File: src/rtl/hier_node_pkg.sv
// rtl/hier_node_pkg.sv - shared widths, types and helpers for the hierarchy fan-out node
package hier_node_pkg;

  localparam int MAX_CHILD   = 16;
  localparam int MAX_CHILD_W = $clog2(MAX_CHILD);
  localparam int NODE_DATA_W = 32;
  localparam int CNT_W       = 4;

  function automatic int child_w(input int n);
    return (n < 2) ? 1 : $clog2(n);
  endfunction

  typedef struct packed {
    logic [MAX_CHILD_W-1:0] dest;
    logic [NODE_DATA_W-1:0] data;
  } node_req_t;

  typedef struct packed {
    logic [MAX_CHILD_W-1:0] src;
    logic [NODE_DATA_W-1:0] data;
  } node_rsp_t;

endpackage

File: src/rtl/hier_fanout_node_if.sv
// rtl/hier_fanout_node_if.sv - upstream and per-child request/response bundle of one tree node
interface hier_fanout_node_if #(
  parameter int NUM_CHILD = 5,
  parameter int DATA_W    = 32
);
  import hier_node_pkg::*;
  localparam int CHILD_W = child_w(NUM_CHILD);

  logic                        req_valid;
  logic                        req_ready;
  logic [CHILD_W-1:0]          req_dest;
  logic [DATA_W-1:0]           req_data;
  logic                        req_err;
  logic [NUM_CHILD-1:0]        ch_req_valid;
  logic [NUM_CHILD-1:0]        ch_req_ready;
  logic [DATA_W-1:0]           ch_req_data;
  logic [NUM_CHILD-1:0]        ch_rsp_valid;
  logic [NUM_CHILD-1:0]        ch_rsp_ready;
  logic [NUM_CHILD*DATA_W-1:0] ch_rsp_data;
  logic                        rsp_valid;
  logic                        rsp_ready;
  logic [CHILD_W-1:0]          rsp_src;
  logic [DATA_W-1:0]           rsp_data;

  modport master (
    output req_valid, req_dest, req_data, ch_req_ready, ch_rsp_valid, ch_rsp_data, rsp_ready,
    input  req_ready, req_err, ch_req_valid, ch_req_data, ch_rsp_ready, rsp_valid, rsp_src,
           rsp_data
  );

  modport slave (
    input  req_valid, req_dest, req_data, ch_req_ready, ch_rsp_valid, ch_rsp_data, rsp_ready,
    output req_ready, req_err, ch_req_valid, ch_req_data, ch_rsp_ready, rsp_valid, rsp_src,
           rsp_data
  );

endinterface

File: src/rtl/hier_rr_arbiter.sv
// rtl/hier_rr_arbiter.sv - round-robin arbiter; pointer moves past the winner on advance
module hier_rr_arbiter
  import hier_node_pkg::*;
#(
  parameter int N = 5,
  localparam int IDX_W = child_w(N)
) (
  input  logic             clk,
  input  logic             rst,
  input  logic [N-1:0]     i_req,
  input  logic             i_advance,
  output logic [N-1:0]     o_grant,
  output logic [IDX_W-1:0] o_grant_idx,
  output logic             o_any
);

  logic [IDX_W-1:0] r_ptr;
  int               w_scan;

  // Scan from the pointer, wrapping once; first requester wins.
  always_comb begin
    o_grant     = '0;
    o_grant_idx = '0;
    o_any       = 1'b0;
    w_scan      = 0;
    for (int k = 0; k < N; k++) begin
      w_scan = int'(r_ptr) + k;
      if (w_scan >= N) w_scan = w_scan - N;
      if (!o_any && i_req[IDX_W'(w_scan)]) begin
        o_grant[IDX_W'(w_scan)] = 1'b1;
        o_grant_idx             = IDX_W'(w_scan);
        o_any                   = 1'b1;
      end
    end
  end

  always_ff @(posedge clk) begin
    if (rst) begin
      r_ptr <= '0;
    end else if (i_advance && o_any) begin
      r_ptr <= (int'(o_grant_idx) == N - 1) ? '0 : o_grant_idx + 1'b1;
    end
  end

endmodule

File: src/rtl/hier_fanout_node.sv
// rtl/hier_fanout_node.sv - routes requests to NUM_CHILD children, merges responses round-robin
// Optional HIER_NODE_PERF_EN adds request/response/stall counters.
module hier_fanout_node
  import hier_node_pkg::*;
#(
  parameter int NUM_CHILD = 5,
  parameter int DATA_W    = 32,
  parameter int MAX_OUTST = 4
) (
  input logic                clk,
  input logic                rst,
  hier_fanout_node_if.slave  bus
`ifdef HIER_NODE_PERF_EN
  ,
  output logic [31:0]        perf_req_cnt,
  output logic [31:0]        perf_rsp_cnt,
  output logic [31:0]        perf_stall_cnt
`endif
);

  localparam int               CHILD_W = child_w(NUM_CHILD);
  localparam logic [CNT_W-1:0] MAX_CNT = CNT_W'(MAX_OUTST);

  logic                 r_held;
  logic [CHILD_W-1:0]   r_dest;
  logic [DATA_W-1:0]    r_data;
  logic                 r_err;
  logic [CNT_W-1:0]     r_cnt [NUM_CHILD];
  logic                 r_rsp_valid;
  logic [CHILD_W-1:0]   r_rsp_src;
  logic [DATA_W-1:0]    r_rsp_data;

  logic                 w_blocked;
  logic                 w_dest_ok;
  logic                 w_fwd;
  logic                 w_accept;
  logic                 w_load_en;
  logic                 w_any;
  logic [CHILD_W-1:0]   w_grant_idx;
  logic [NUM_CHILD-1:0] w_grant;
  logic [NUM_CHILD-1:0] w_ch_req_valid;
  logic [NUM_CHILD-1:0] w_up;
  logic [NUM_CHILD-1:0] w_dn;

  // Only in-range destinations are ever held, so r_dest always indexes a real child.
  assign w_blocked = (r_cnt[r_dest] == MAX_CNT);
  assign w_dest_ok = (int'(bus.req_dest) < NUM_CHILD);

  always_comb begin
    w_ch_req_valid = '0;
    if (r_held && !w_blocked) w_ch_req_valid[r_dest] = 1'b1;
  end

  assign w_fwd    = |(w_ch_req_valid & bus.ch_req_ready);
  assign w_accept = bus.req_valid & bus.req_ready;
  assign w_up     = w_ch_req_valid & bus.ch_req_ready;
  assign w_dn     = bus.ch_rsp_ready & bus.ch_rsp_valid;

  assign bus.req_ready    = ~rst & (~r_held | w_fwd);
  assign bus.req_err      = r_err;
  assign bus.ch_req_valid = w_ch_req_valid;
  assign bus.ch_req_data  = r_data;

  always_ff @(posedge clk) begin
    if (rst) begin
      r_held <= 1'b0;
      r_dest <= '0;
      r_data <= '0;
      r_err  <= 1'b0;
    end else begin
      r_err <= w_accept & ~w_dest_ok;
      if (w_accept && w_dest_ok) begin
        r_held <= 1'b1;
        r_dest <= bus.req_dest;
        r_data <= bus.req_data;
      end else if (w_fwd) begin
        r_held <= 1'b0;
      end
    end
  end

  always_ff @(posedge clk) begin
    for (int i = 0; i < NUM_CHILD; i++) begin
      if (rst) begin
        r_cnt[i] <= '0;
      end else if (w_up[i] && !w_dn[i]) begin
        r_cnt[i] <= r_cnt[i] + 1'b1;
      end else if (!w_up[i] && w_dn[i] && r_cnt[i] != '0) begin
        r_cnt[i] <= r_cnt[i] - 1'b1;
      end
    end
  end

  // The output register refills in the same cycle it drains.
  assign w_load_en = ~rst & (~r_rsp_valid | bus.rsp_ready);

  hier_rr_arbiter #(.N(NUM_CHILD)) u_rsp_arb (
    .clk         (clk),
    .rst         (rst),
    .i_req       (bus.ch_rsp_valid),
    .i_advance   (w_load_en),
    .o_grant     (w_grant),
    .o_grant_idx (w_grant_idx),
    .o_any       (w_any)
  );

  assign bus.ch_rsp_ready = w_load_en ? w_grant : '0;
  assign bus.rsp_valid    = r_rsp_valid;
  assign bus.rsp_src      = r_rsp_src;
  assign bus.rsp_data     = r_rsp_data;

  always_ff @(posedge clk) begin
    if (rst) begin
      r_rsp_valid <= 1'b0;
      r_rsp_src   <= '0;
      r_rsp_data  <= '0;
    end else if (w_load_en) begin
      r_rsp_valid <= w_any;
      if (w_any) begin
        r_rsp_src  <= w_grant_idx;
        r_rsp_data <= bus.ch_rsp_data[int'(w_grant_idx)*DATA_W +: DATA_W];
      end
    end
  end

`ifdef HIER_NODE_PERF_EN
  logic [31:0] r_perf_req;
  logic [31:0] r_perf_rsp;
  logic [31:0] r_perf_stall;

  always_ff @(posedge clk) begin
    if (rst) begin
      r_perf_req   <= '0;
      r_perf_rsp   <= '0;
      r_perf_stall <= '0;
    end else begin
      if (w_accept) r_perf_req <= r_perf_req + 32'd1;
      if (r_rsp_valid && bus.rsp_ready) r_perf_rsp <= r_perf_rsp + 32'd1;
      if (r_held && w_blocked) r_perf_stall <= r_perf_stall + 32'd1;
    end
  end

  assign perf_req_cnt   = r_perf_req;
  assign perf_rsp_cnt   = r_perf_rsp;
  assign perf_stall_cnt = r_perf_stall;
`endif

endmodule

File: src/flat_wrapper.sv
// flat-port wrapper written by rule: the top's interface ports become plain ports
module hier_fanout_node_flat import hier_node_pkg::*;
#(
  parameter int NUM_CHILD = 5,
  parameter int DATA_W    = 32,
  parameter int MAX_OUTST = 4
)
  (clk, rst, bus_req_valid, bus_req_dest, bus_req_data, bus_ch_req_ready, bus_ch_rsp_valid, bus_ch_rsp_data, bus_rsp_ready, bus_req_ready, bus_req_err, bus_ch_req_valid, bus_ch_req_data, bus_ch_rsp_ready, bus_rsp_valid, bus_rsp_src, bus_rsp_data);
  hier_fanout_node_if #(.NUM_CHILD(NUM_CHILD), .DATA_W(DATA_W)) bus_i ();
  input logic clk;
  input logic rst;
  input wire logic [$bits(bus_i.req_valid)-1:0] bus_req_valid;
  input wire logic [$bits(bus_i.req_dest)-1:0] bus_req_dest;
  input wire logic [$bits(bus_i.req_data)-1:0] bus_req_data;
  input wire logic [$bits(bus_i.ch_req_ready)-1:0] bus_ch_req_ready;
  input wire logic [$bits(bus_i.ch_rsp_valid)-1:0] bus_ch_rsp_valid;
  input wire logic [$bits(bus_i.ch_rsp_data)-1:0] bus_ch_rsp_data;
  input wire logic [$bits(bus_i.rsp_ready)-1:0] bus_rsp_ready;
  output wire logic [$bits(bus_i.req_ready)-1:0] bus_req_ready;
  output wire logic [$bits(bus_i.req_err)-1:0] bus_req_err;
  output wire logic [$bits(bus_i.ch_req_valid)-1:0] bus_ch_req_valid;
  output wire logic [$bits(bus_i.ch_req_data)-1:0] bus_ch_req_data;
  output wire logic [$bits(bus_i.ch_rsp_ready)-1:0] bus_ch_rsp_ready;
  output wire logic [$bits(bus_i.rsp_valid)-1:0] bus_rsp_valid;
  output wire logic [$bits(bus_i.rsp_src)-1:0] bus_rsp_src;
  output wire logic [$bits(bus_i.rsp_data)-1:0] bus_rsp_data;
  assign bus_i.req_valid = bus_req_valid;
  assign bus_i.req_dest = bus_req_dest;
  assign bus_i.req_data = bus_req_data;
  assign bus_i.ch_req_ready = bus_ch_req_ready;
  assign bus_i.ch_rsp_valid = bus_ch_rsp_valid;
  assign bus_i.ch_rsp_data = bus_ch_rsp_data;
  assign bus_i.rsp_ready = bus_rsp_ready;
  assign bus_req_ready = bus_i.req_ready;
  assign bus_req_err = bus_i.req_err;
  assign bus_ch_req_valid = bus_i.ch_req_valid;
  assign bus_ch_req_data = bus_i.ch_req_data;
  assign bus_ch_rsp_ready = bus_i.ch_rsp_ready;
  assign bus_rsp_valid = bus_i.rsp_valid;
  assign bus_rsp_src = bus_i.rsp_src;
  assign bus_rsp_data = bus_i.rsp_data;
  hier_fanout_node #(.NUM_CHILD(NUM_CHILD), .DATA_W(DATA_W), .MAX_OUTST(MAX_OUTST)) u_core (.clk(clk), .rst(rst), .bus(bus_i));
endmodule
File: config.mk
export PLATFORM = sky130hd
export DESIGN_NAME = hier_fanout_node_flat
export DESIGN_NICKNAME = d
export VERILOG_FILES = /design/src/rtl/hier_node_pkg.sv /design/src/rtl/hier_fanout_node_if.sv /design/src/rtl/hier_rr_arbiter.sv /design/src/rtl/hier_fanout_node.sv /design/src/flat_wrapper.sv
export SDC_FILE = /design/constraint.sdc
export NUM_CORES = 1
export LEC_CHECK = 0
export BUFFER_PORTS_ARGS = -buffer_cell sky130_fd_sc_hd__buf_4
export CAP_MARGIN = 20
export CORE_ASPECT_RATIO = 0.5
export CORE_MARGIN = 2
export CORE_UTILIZATION = 55
export CTS_BUF_LIST = sky130_fd_sc_hd__clkbuf_8
export CTS_CLUSTER_SIZE = 14
export DETAILED_ROUTE_END_ITERATION = 6
export PLACE_DENSITY_LB_ADDON = 0.2
export SLEW_MARGIN = 20
export SYNTH_ARGS = -nofsm -noshare
export SYNTH_HDL_FRONTEND = slang
export SYNTH_SLANG_ARGS = --single-unit
File: constraint.sdc
create_clock -name clk -period 6.8 [get_ports clk]
set_clock_uncertainty 0.15 [all_clocks]
set_input_delay 0.68 -clock clk [delete_from_list [all_inputs] [get_ports clk]]
set_output_delay 0.68 -clock clk [all_outputs]
set_load 0.03 [all_outputs]
==> flow_metrics.env, run 1 <==
export IMPL_fin_cells=1290
export IMPL_path_clk_slew_ns=0.11
export IMPL_cts_resized=0
export IMPL_ys_types=87
export IMPL_cts_tree="yes"
export IMPL_worstPathArrival_ns=5.10
export IMPL_areaGrowthSynthToFinish_pct=34.02
export IMPL_ios=289
export IMPL_max_freq_mhz=168.5
export IMPL_drc=0
export IMPL_synthFlopType="dfxtp_1"
export IMPL_final_common_cell="buf_4"
export IMPL_wirelength_mm=24.53
export IMPL_endpoint_kind="output port"
export IMPL_maxSlewHeadroom_pct=25.42
export IMPL_wire_per_inst_um=19.02
export IMPL_final_cell_mix="296 x buf_4, 141 x nand2_1, 79 x dfxtp_1"
export IMPL_grt_ovfl_total=0
export IMPL_grt_usage_pct=34.17
export IMPL_cts_htree_levels=3
export IMPL_final_max_slew_viol_count=0
export IMPL_cts_buffers=9
export IMPL_clk_latency_ns=0.38
export IMPL_setup_tns_ns=0
export IMPL_async_flop_share_pct=0
export IMPL_grt_start_max_net_pins=80
export IMPL_yosysWarnings=0
export IMPL_tightest_slew_ns=1.116
export IMPL_antenna_left=0
export IMPL_rsz0062_at_grt="no"
export IMPL_synth_edf_count=20
export IMPL_die_width_um=164.4
export IMPL_yosysSeqAreaShare_pct=30.86
export IMPL_post_cts_buffers=0
export IMPL_core_area_um2=12590
export IMPL_cts_sinks=99
export IMPL_path_class="flop to output port"
export IMPL_critPathLaunchType="flop"
export IMPL_rows=29
export IMPL_nNetsFinal=1347
export IMPL_reg2regPathDepth=12
export IMPL_p_per_area_nw_per_um2=530.8
export IMPL_fill_cells=933
export IMPL_vdd_drop_max_uv=331.2
export IMPL_setup_viol=0
export IMPL_hold_viol=0
export IMPL_grt_pass1_vias=7544
export IMPL_die_area_um2=13840
export IMPL_p_leak_nw=4.100
export IMPL_vias_per_cell=6.113
export IMPL_min_period_ns=5.935
export IMPL_clk_path_buf_depth=2
export IMPL_port_buffer_count=287
export IMPL_worst_path_max_fanout=32
export IMPL_syn_cell_area_um2=7072
export IMPL_maxCapViolations=0
export IMPL_drt_iter0_markers=740
export IMPL_vias=7886
export IMPL_dpl_cell_count=1274
export IMPL_syn_area_per_cell_um2=8.166
export IMPL_place_congestion=0.9753
export IMPL_status="completed"
export IMPL_grt_pass1_wl_mm=37.99
export IMPL_synth_cells=866
export IMPL_hold_buffers=0
export IMPL_grt_antenna_before_repair=0
export IMPL_antenna_cells=0
export IMPL_drive_gt1_share_pct=30.98
export IMPL_initial_core_util_pct=56.17
export IMPL_cp_required_ns=5.97
export IMPL_fp_dieH_um=84.18
export IMPL_hold_path_depth=2
export IMPL_period_share_pct=87.27
export IMPL_drtPass1Iterations=5
export IMPL_root_buffer="clkbuf_8"
export IMPL_hpwl_mm=18.46
export IMPL_synth_seq_cells=99
export IMPL_hp_class="flop to flop"
-- synth_stat cells, types with 6 or more instances --
cell,instances,area [um^2]
mux2i_1,41,410.4
and2_1,10,62.56
and3_1,10,62.56
clkbuf_1,30,112.6
nand2b_1,20,125.1
or3_1,12,75.07
nor3_1,14,70.07
a21oi_1,54,270.3
buf_2,19,95.09
o21ai_0,16,80.08
ha_1,21,262.8
o221ai_1,31,271.5
nand3_1,47,235.2
a22oi_1,38,285.3
inv_1,22,82.58
a21o_1,38,285.3
nand2_1,141,529.3
edfxtp_1,20,600.6
nor2_1,38,142.6
nor2b_1,6,37.54
a211oi_1,12,90.09
dfxtp_1,79,1582
-- critical path: stages (launching register included) --
cell and delay (ns):
dfxtp_1 0.57, inv_1 0.26, ha_1 0.33, ha_1 0.44, a211o_1 0.32, and2_1 0.18, a31o_1 0.24, a21oi_1 0.29
o2111ai_1 0.24, or4b_4 0.58, a21oi_4 0.88, nand2_4 0.14, inv_2 0.09, buf_4 0.15
-- routing by layer --
metal	vias up	GRT usage, %	wire length, um
met2	414	58.35	11930
met3	67	6.472	2119
met1	3699	43.56	9797
met5	-	0	0
li1	3706	-	-
met4	0	11.72	688
-- power by group --
| group | leakage, nW | internal (W) | switching [W] |
|---|---|---|---|
| registers | 0.857 | 0.000767 | 0.000102 |
| clock network | 0.0979 | 0.000145 | 0.000247 |
| logic | 3.15 | 0.00141 | 0.00236 |
| total | 4.10 | 0.00232 | 0.00271 |
-- cells by family after synthesis --
kind of cell               after synthesis  synth area share, %
muxes                                   46                7.396
AOI/OAI and AO/OA                      263                27.34
other                                    2               0.1062
and+or+nand+nor                        338                23.60
DFF                                     99                30.86
buffers and inverters                   85                5.184
xor gates and xnor gates                10                1.238
adders and majority gates               23                4.282
-- sequential cells by signal (all words and copies together) (netlist names), named ones only --
signal                  cells
u_core.bus.ch_req_data     32
u_core.bus.req_err          1
u_core.bus.rsp_data        32
u_core.bus.rsp_src          3
u_core.bus.rsp_valid        1
u_core.r_cnt               20
u_core.r_dest               3
u_core.r_held               1
u_core.u_rsp_arb.r_ptr      3
-- final cells by class --
cell class | count | area [um^2] | share of cell area (%)
inverter | 25 | 93.84 | 0.9901
clock inverter | 7 | 77.57 | 0.8185
sequential | 99 | 2182 | 23.02
multi-input combinational | 684 | 4566 | 48.17
clock buffer | 9 | 123.9 | 1.307
tap | 170 | 212.7 | 2.244
timing repair buffer | 296 | 2222 | 23.45
-- worst paths after layout --
check,slack (ns),to,start
hold / removal,0.31,u_core.bus.ch_req_data[0]$_SDFFE_PP0P_,u_core.bus.ch_req_data[0]$_SDFFE_PP0P_
setup / recovery,0.87,bus_ch_rsp_ready[2],u_core.u_rsp_arb.r_ptr[1]$_SDFFE_PP0P_
hold reg to reg,0.31,u_core.bus.ch_req_data[0]$_SDFFE_PP0P_,u_core.bus.ch_req_data[0]$_SDFFE_PP0P_
setup reg to reg,1.46,u_core.r_cnt[2][2]$_DFFE_PP_,u_core.u_rsp_arb.r_ptr[1]$_SDFFE_PP0P_
-- metrics by stage --
step / utilization [%] / hold slack (ns) / worst slack (ns) / instance area [um^2] / power [W]
2_1_floorplan: - / 0.3068 / 2.341 / 7079 / 0.003574
3_3_place_gp: 73.63 / 0.2925 / 1.507 / 9270 / 0.004480
3_5_place_dp: 73.67 / 0.2994 / 1.428 / 9275 / 0.004559
4_1_cts: 75.27 / 0.3139 / 0.9921 / 9477 / 0.004950
5_1_grt: 75.28 / 0.3297 / 0.6648 / 9478 / 0.005338
6_report: 75.28 / 0.3095 / 0.8653 / 9478 / 0.005031
Note: power is estimated with default switching activity, not from simulation.
==> run 2, diff against run 1 <==
PLACE_DENSITY = 0.9   (was not set)
PLACE_DENSITY_LB_ADDON = not set   (was 0.2)
==> run 2 against run 1 <==
Net effect:
- utilization fell by 0.15 points
- critical path type unchanged
- cell area fell by 0.20%
- largest cell class unchanged
- setup slack improved by 0.23 ns
- clock power fell by 2%
==> flow_metrics.env, run 2 (synthesis results as in run 1) <==
export IMPL_max_freq_mhz=175.2
export IMPL_critPathLaunchType="flop"
export IMPL_status="completed"
export IMPL_maxSlewHeadroom_pct=28.18
export IMPL_rows=29
export IMPL_final_max_slew_viol_count=0
export IMPL_dpl_instance_area_um2=9268
export IMPL_fill_cells=962
export IMPL_grt_pass1_vias=7509
export IMPL_cts_htree_levels=3
export IMPL_drt_iter0_markers=813
export IMPL_grt_start_max_net_pins=95
export IMPL_grt_usage_pct=35.00
export IMPL_vias_per_cell=6.154
export IMPL_worst_path_max_fanout=32
export IMPL_path_clk_slew_ns=0.11
export IMPL_cts_sinks=99
export IMPL_initial_core_util_pct=56.17
export IMPL_hp_class="flop to flop"
export IMPL_die_width_um=164.4
export IMPL_reg2regPathDepth=15
export IMPL_hpwl_mm=19.04
export IMPL_cp_required_ns=5.97
export IMPL_areaGrowthSynthToFinish_pct=33.76
export IMPL_rrSetupSlack_ns=1.66
export IMPL_grt_antenna_before_repair=0
export IMPL_nNetsFinal=1346
export IMPL_grt_pass1_wl_mm=38.45
export IMPL_r2r_end="u_core.u_rsp_arb.r_ptr[2]$_SDFFE_PP0P_"
export IMPL_tightest_slew_ns=1.075
export IMPL_place_congestion=0.9431
export IMPL_cts_buffers=9
export IMPL_root_buffer="clkbuf_8"
export IMPL_antenna_cells=0
export IMPL_final_cell_mix="295 x buf_4, 141 x nand2_1, 79 x dfxtp_1"
export IMPL_core_area_um2=12590
export IMPL_hold_worst_slack_ns=0.3104
export IMPL_ios=289
export IMPL_p_per_area_nw_per_um2=528.1
export IMPL_rsz0062_at_grt="no"
export IMPL_final_area_um2=9459
export IMPL_fp_dieH_um=84.18
export IMPL_setup_tns_ns=0
export IMPL_port_buffer_count=287
export IMPL_drtPass1Iterations=5
export IMPL_clk_latency_ns=0.38
export IMPL_maxCapViolations=0
export IMPL_worstPathArrival_ns=4.88
export IMPL_vdd_drop_max_uv=387.8
export IMPL_setup_viol=0
export IMPL_startpoint="u_core.u_rsp_arb.r_ptr[0]$_SDFFE_PP0P_"
export IMPL_r2r_start="u_core.u_rsp_arb.r_ptr[0]$_SDFFE_PP0P_"
export IMPL_hold_buffers=0
export IMPL_clk_path_buf_depth=2
export IMPL_vias=7932
export IMPL_drive_gt1_share_pct=30.92
export IMPL_final_common_cell="buf_4"
export IMPL_antenna_left=0
export IMPL_power_w=0.004995
export IMPL_drc=0
export IMPL_hold_viol=0
export IMPL_endpoint_kind="output port"
export IMPL_cts_tree="yes"
export IMPL_wire_per_inst_um=19.39
export IMPL_endpoint="bus_ch_rsp_ready[2]"
export IMPL_post_cts_buffers=0
export IMPL_p_leak_nw=4.097
export IMPL_grt_ovfl_total=0
export IMPL_die_area_um2=13840
export IMPL_wirelength_mm=25.00
export IMPL_period_share_pct=83.93
export IMPL_min_period_ns=5.708
export IMPL_path_class="flop to output port"
export IMPL_cts_resized=0
run 2: changes by cell type in the layout (fill, tap and decap cells not counted), sizes merged:
cell / delta
clkinv: -1
clkbuf: +1
inv: +1
clkinvlp: -1
buf: -1
run 2: worst min-delay path by stage:
| stage | depth (start not counted) | start | endpoint | slack (ns) |
|---|---|---|---|---|
| finish | 2 | u_core.bus.ch_req_data[31]$_SDFFE_PP0P_ | u_core.bus.ch_req_data[31]$_SDFFE_PP0P_ | 0.31 |
| global route | 2 | u_core.bus.ch_req_data[31]$_SDFFE_PP0P_ | u_core.bus.ch_req_data[31]$_SDFFE_PP0P_ | 0.34 |
| CTS | 2 | u_core.bus.ch_req_data[31]$_SDFFE_PP0P_ | u_core.bus.ch_req_data[31]$_SDFFE_PP0P_ | 0.31 |
| detailed placement | 2 | u_core.bus.ch_req_data[31]$_SDFFE_PP0P_ | u_core.bus.ch_req_data[31]$_SDFFE_PP0P_ | 0.30 |
| global placement | 2 | u_core.bus.ch_req_data[26]$_SDFFE_PP0P_ | u_core.bus.ch_req_data[26]$_SDFFE_PP0P_ | 0.29 |
| floorplan | 2 | u_core.r_held$_SDFFE_PP0P_ | u_core.r_held$_SDFFE_PP0P_ | 0.31 |
run 2: stage by stage:
stage	setup WS, ns	utilization [%]	std cells
CTS	1.145	75.12	1289
global placement	1.683	73.57	1273
floorplan	2.341	-	868
global route	0.7917	75.13	1289
detailed placement	1.582	73.61	1273
finish	1.092	75.13	1289
run 2: per-layer routing:
| metal | vias up | track usage, % | wire (um) |
|---|---|---|---|
| met5 | - | 0 | 0 |
| met4 | 0 | 10.93 | 644 |
| met3 | 67 | 6.670 | 1885 |
| met2 | 393 | 57.09 | 11780 |
| met1 | 3760 | 47.23 | 10690 |
| li1 | 3712 | - | - |
run 2: layout make-up:
cell class                      count  area [um^2]  share of cell area (%)
Clock inverter                      6        52.55                  0.5556
Timing Repair Buffer              295         2215                   23.41
Inverter                           25        93.84                  0.9921
Tap cell                          170        212.7                   2.249
Clock buffer                       10        137.6                   1.455
Sequential cell                    99         2182                   23.07
Multi-Input combinational cell    684         4566                   48.27
run 2: critical path, stage by stage, from the launching register on:
cell	delay (ns)
dfxtp_1	0.74
inv_2	0.25
ha_1	0.36
ha_1	0.44
a211o_1	0.32
and2_1	0.19
a31o_1	0.25
a21oi_1	0.28
o2111ai_1	0.23
or4b_4	0.58
a21oi_4	0.13
buf_4	0.39
nand2_4	0.12
inv_2	0.07
buf_4	0.15
run 2: where the power goes:
part	internal (W)	total, W	switching [W]
combinational	0.00140	0.00372	0.00231
sequential	0.000767	0.000897	0.000131
clock	0.000150	0.000383	0.000233
==> run 3, diff against run 2 <==
CORE_UTILIZATION = 51   (was 55)
PLACE_DENSITY = 0.84   (was 0.9)
clock period = 5.8 ns   (was 6.8 ns; I/O delays follow)
==> run 3 against run 2 <==
Net effect:
- wire length grew 0.12%
- non-clock buffer count up 5
- clock power increased by 19%
- sequential power grew 16%
- register-to-register slack lost 0.66 ns
- clock-buffer cell count stayed put
- first-iteration DRC count increased by 0.74%
- critical path depth decreased by 1
- cell count up 2.2%
- die area is 7.6% higher
- critical path type unchanged
- largest power group unchanged
==> flow_metrics.env, run 3 (synthesis results as in run 1) <==
export IMPL_initial_core_util_pct=52.19
export IMPL_setup_tns_ns=0
export IMPL_rsz0062_at_grt="no"
export IMPL_root_buffer="clkbuf_8"
export IMPL_grt_usage_pct=31.43
export IMPL_cts_buffers=9
export IMPL_hold_viol=0
export IMPL_cts_tree="yes"
export IMPL_postLayoutCoreUtil_pct=70.41
export IMPL_antenna_left=0
export IMPL_die_area_um2=14880
export IMPL_worst_path_max_fanout=10
export IMPL_areaGrowthSynthToFinish_pct=34.91
export IMPL_hold_path_depth=3
export IMPL_setup_viol=0
export IMPL_critPathLaunchType="flop"
export IMPL_rows=30
export IMPL_nNetsFinal=1352
export IMPL_period_share_pct=88.32
export IMPL_place_congestion=1.020
export IMPL_grt_ovfl_total=0
export IMPL_path_class="flop to output port"
export IMPL_wirelength_mm=25.03
export IMPL_final_max_slew_viol_count=0
export IMPL_core_area_um2=13550
export IMPL_max_freq_mhz=195.2
export IMPL_p_per_area_nw_per_um2=627.5
export IMPL_grt_pass1_vias=7069
export IMPL_ios=289
export IMPL_clk_latency_ns=0.36
export IMPL_tightest_slew_ns=0.9913
export IMPL_cts_sinks=99
export IMPL_path_clk_slew_ns=0.11
export IMPL_maxSlewHeadroom_pct=33.91
export IMPL_p_leak_nw=4.121
export IMPL_grt_start_max_net_pins=93
export IMPL_reg2regPathDepth=12
export IMPL_min_period_ns=5.123
export IMPL_drive_gt1_share_pct=31.29
export IMPL_vdd_drop_max_uv=400.0
export IMPL_drc=0
export IMPL_maxCapViolations=0
export IMPL_fp_dieH_um=87.27
export IMPL_final_common_cell="buf_4"
export IMPL_hp_class="input port to flop"
export IMPL_worstPathArrival_ns=4.39
export IMPL_grt_antenna_before_repair=1
export IMPL_cts_htree_levels=3
export IMPL_fill_cells=1120
export IMPL_final_cell_mix="300 x buf_4, 141 x nand2_1, 79 x dfxtp_1"
export IMPL_vias=7900
export IMPL_die_width_um=170.5
export IMPL_status="completed"
export IMPL_drt_iter0_markers=819
export IMPL_port_buffer_count=287
export IMPL_hpwl_mm=18.82
export IMPL_hold_buffers=0
export IMPL_grt_pass1_wl_mm=36.94
export IMPL_clk_path_buf_depth=2
export IMPL_drtPass1Iterations=5
export IMPL_endpoint_kind="output port"
export IMPL_cp_required_ns=5.07
export IMPL_wire_per_inst_um=18.99
export IMPL_vias_per_cell=5.994
==> run 3: cell types whose count changed in the layout (fill, tap and decap cells not counted), sizes merged <==
cell,before,now
a21oi,57,58
buf,295,300
clkinvlp,0,1
diode,0,1
inv,29,28
==> run 3: final cells by class <==
class | count | area [um^2] | area share, %
diodes | 1 | 2.502 | 0.02623
clock buffers | 10 | 137.6 | 1.443
clock inverters | 6 | 56.30 | 0.5902
inverters | 25 | 93.84 | 0.9836
multi-input cells | 685 | 4576 | 47.96
flip-flops and latches | 99 | 2182 | 22.87
well taps | 192 | 240.2 | 2.518
repair buffers | 300 | 2252 | 23.61
==> run 3: critical path, cell delays in order (launching register included) <==
cell	delay, ns
dfxtp_1	0.57
inv_1	0.25
ha_1	0.32
ha_1	0.43
a211o_1	0.32
and2_1	0.20
a31o_1	0.25
a21oi_1	0.28
o2111ai_1	0.22
or4b_4	0.62
a21oi_4	0.25
nand2_4	0.10
inv_2	0.07
buf_4	0.15
==> run 3: path summary, 6_finish.rpt <==
check / start / to / slack, ns
worst max-delay path: u_core.u_rsp_arb.r_ptr[1]$_SDFFE_PP0P_ / bus_ch_rsp_ready[2] / 0.68
worst min register to register: u_core.bus.ch_req_data[28]$_SDFFE_PP0P_ / u_core.bus.ch_req_data[28]$_SDFFE_PP0P_ / 0.31
worst max register to register: u_core.u_rsp_arb.r_ptr[1]$_SDFFE_PP0P_ / u_core.bus.rsp_data[18]$_SDFFE_PP0P_ / 1.00
worst min-delay path: bus_req_data[10] / u_core.bus.ch_req_data[10]$_SDFFE_PP0P_ / 0.29
==> run 3: what timing repair did <==
item,CTS,global route
gates resized for setup,0,2
setup endpoints to repair,0,1
setup buffers,0,1
==> run 3: report_power, final <==
part	leakage (nW)	switching, W	internal (W)
Combinational	3.17	0.00280	0.00170
Sequential	0.857	0.000138	0.000899
Clock	0.0969	0.000276	0.000178
Total	4.12	0.00321	0.00278
==> run 3: per-layer routing <==
| metal | GRT usage [%] | share of wire (%) |
|---|---|---|
| met2 | 51.38 | 47 |
| met3 | 5.770 | 8.3 |
| met5 | 0 | 0 |
| met4 | 8.858 | 2.6 |
| met1 | 42.91 | 42 |
==> run 3: stage by stage <==
step	total power [W]	instance area [um^2]	hold WS, ns	cells	setup WS [ns]
after global routing	0.006355	9538	0.2842	1317	0.3572
after global placement	0.005257	9320	0.2932	1299	0.7491
after CTS	0.005802	9514	0.2774	1315	0.1518
after detailed placement	0.005341	9320	0.2973	1299	0.5769
after floorplan	0.004190	7079	0.3068	868	1.341
final	0.005987	9540	0.2946	1318	0.6774
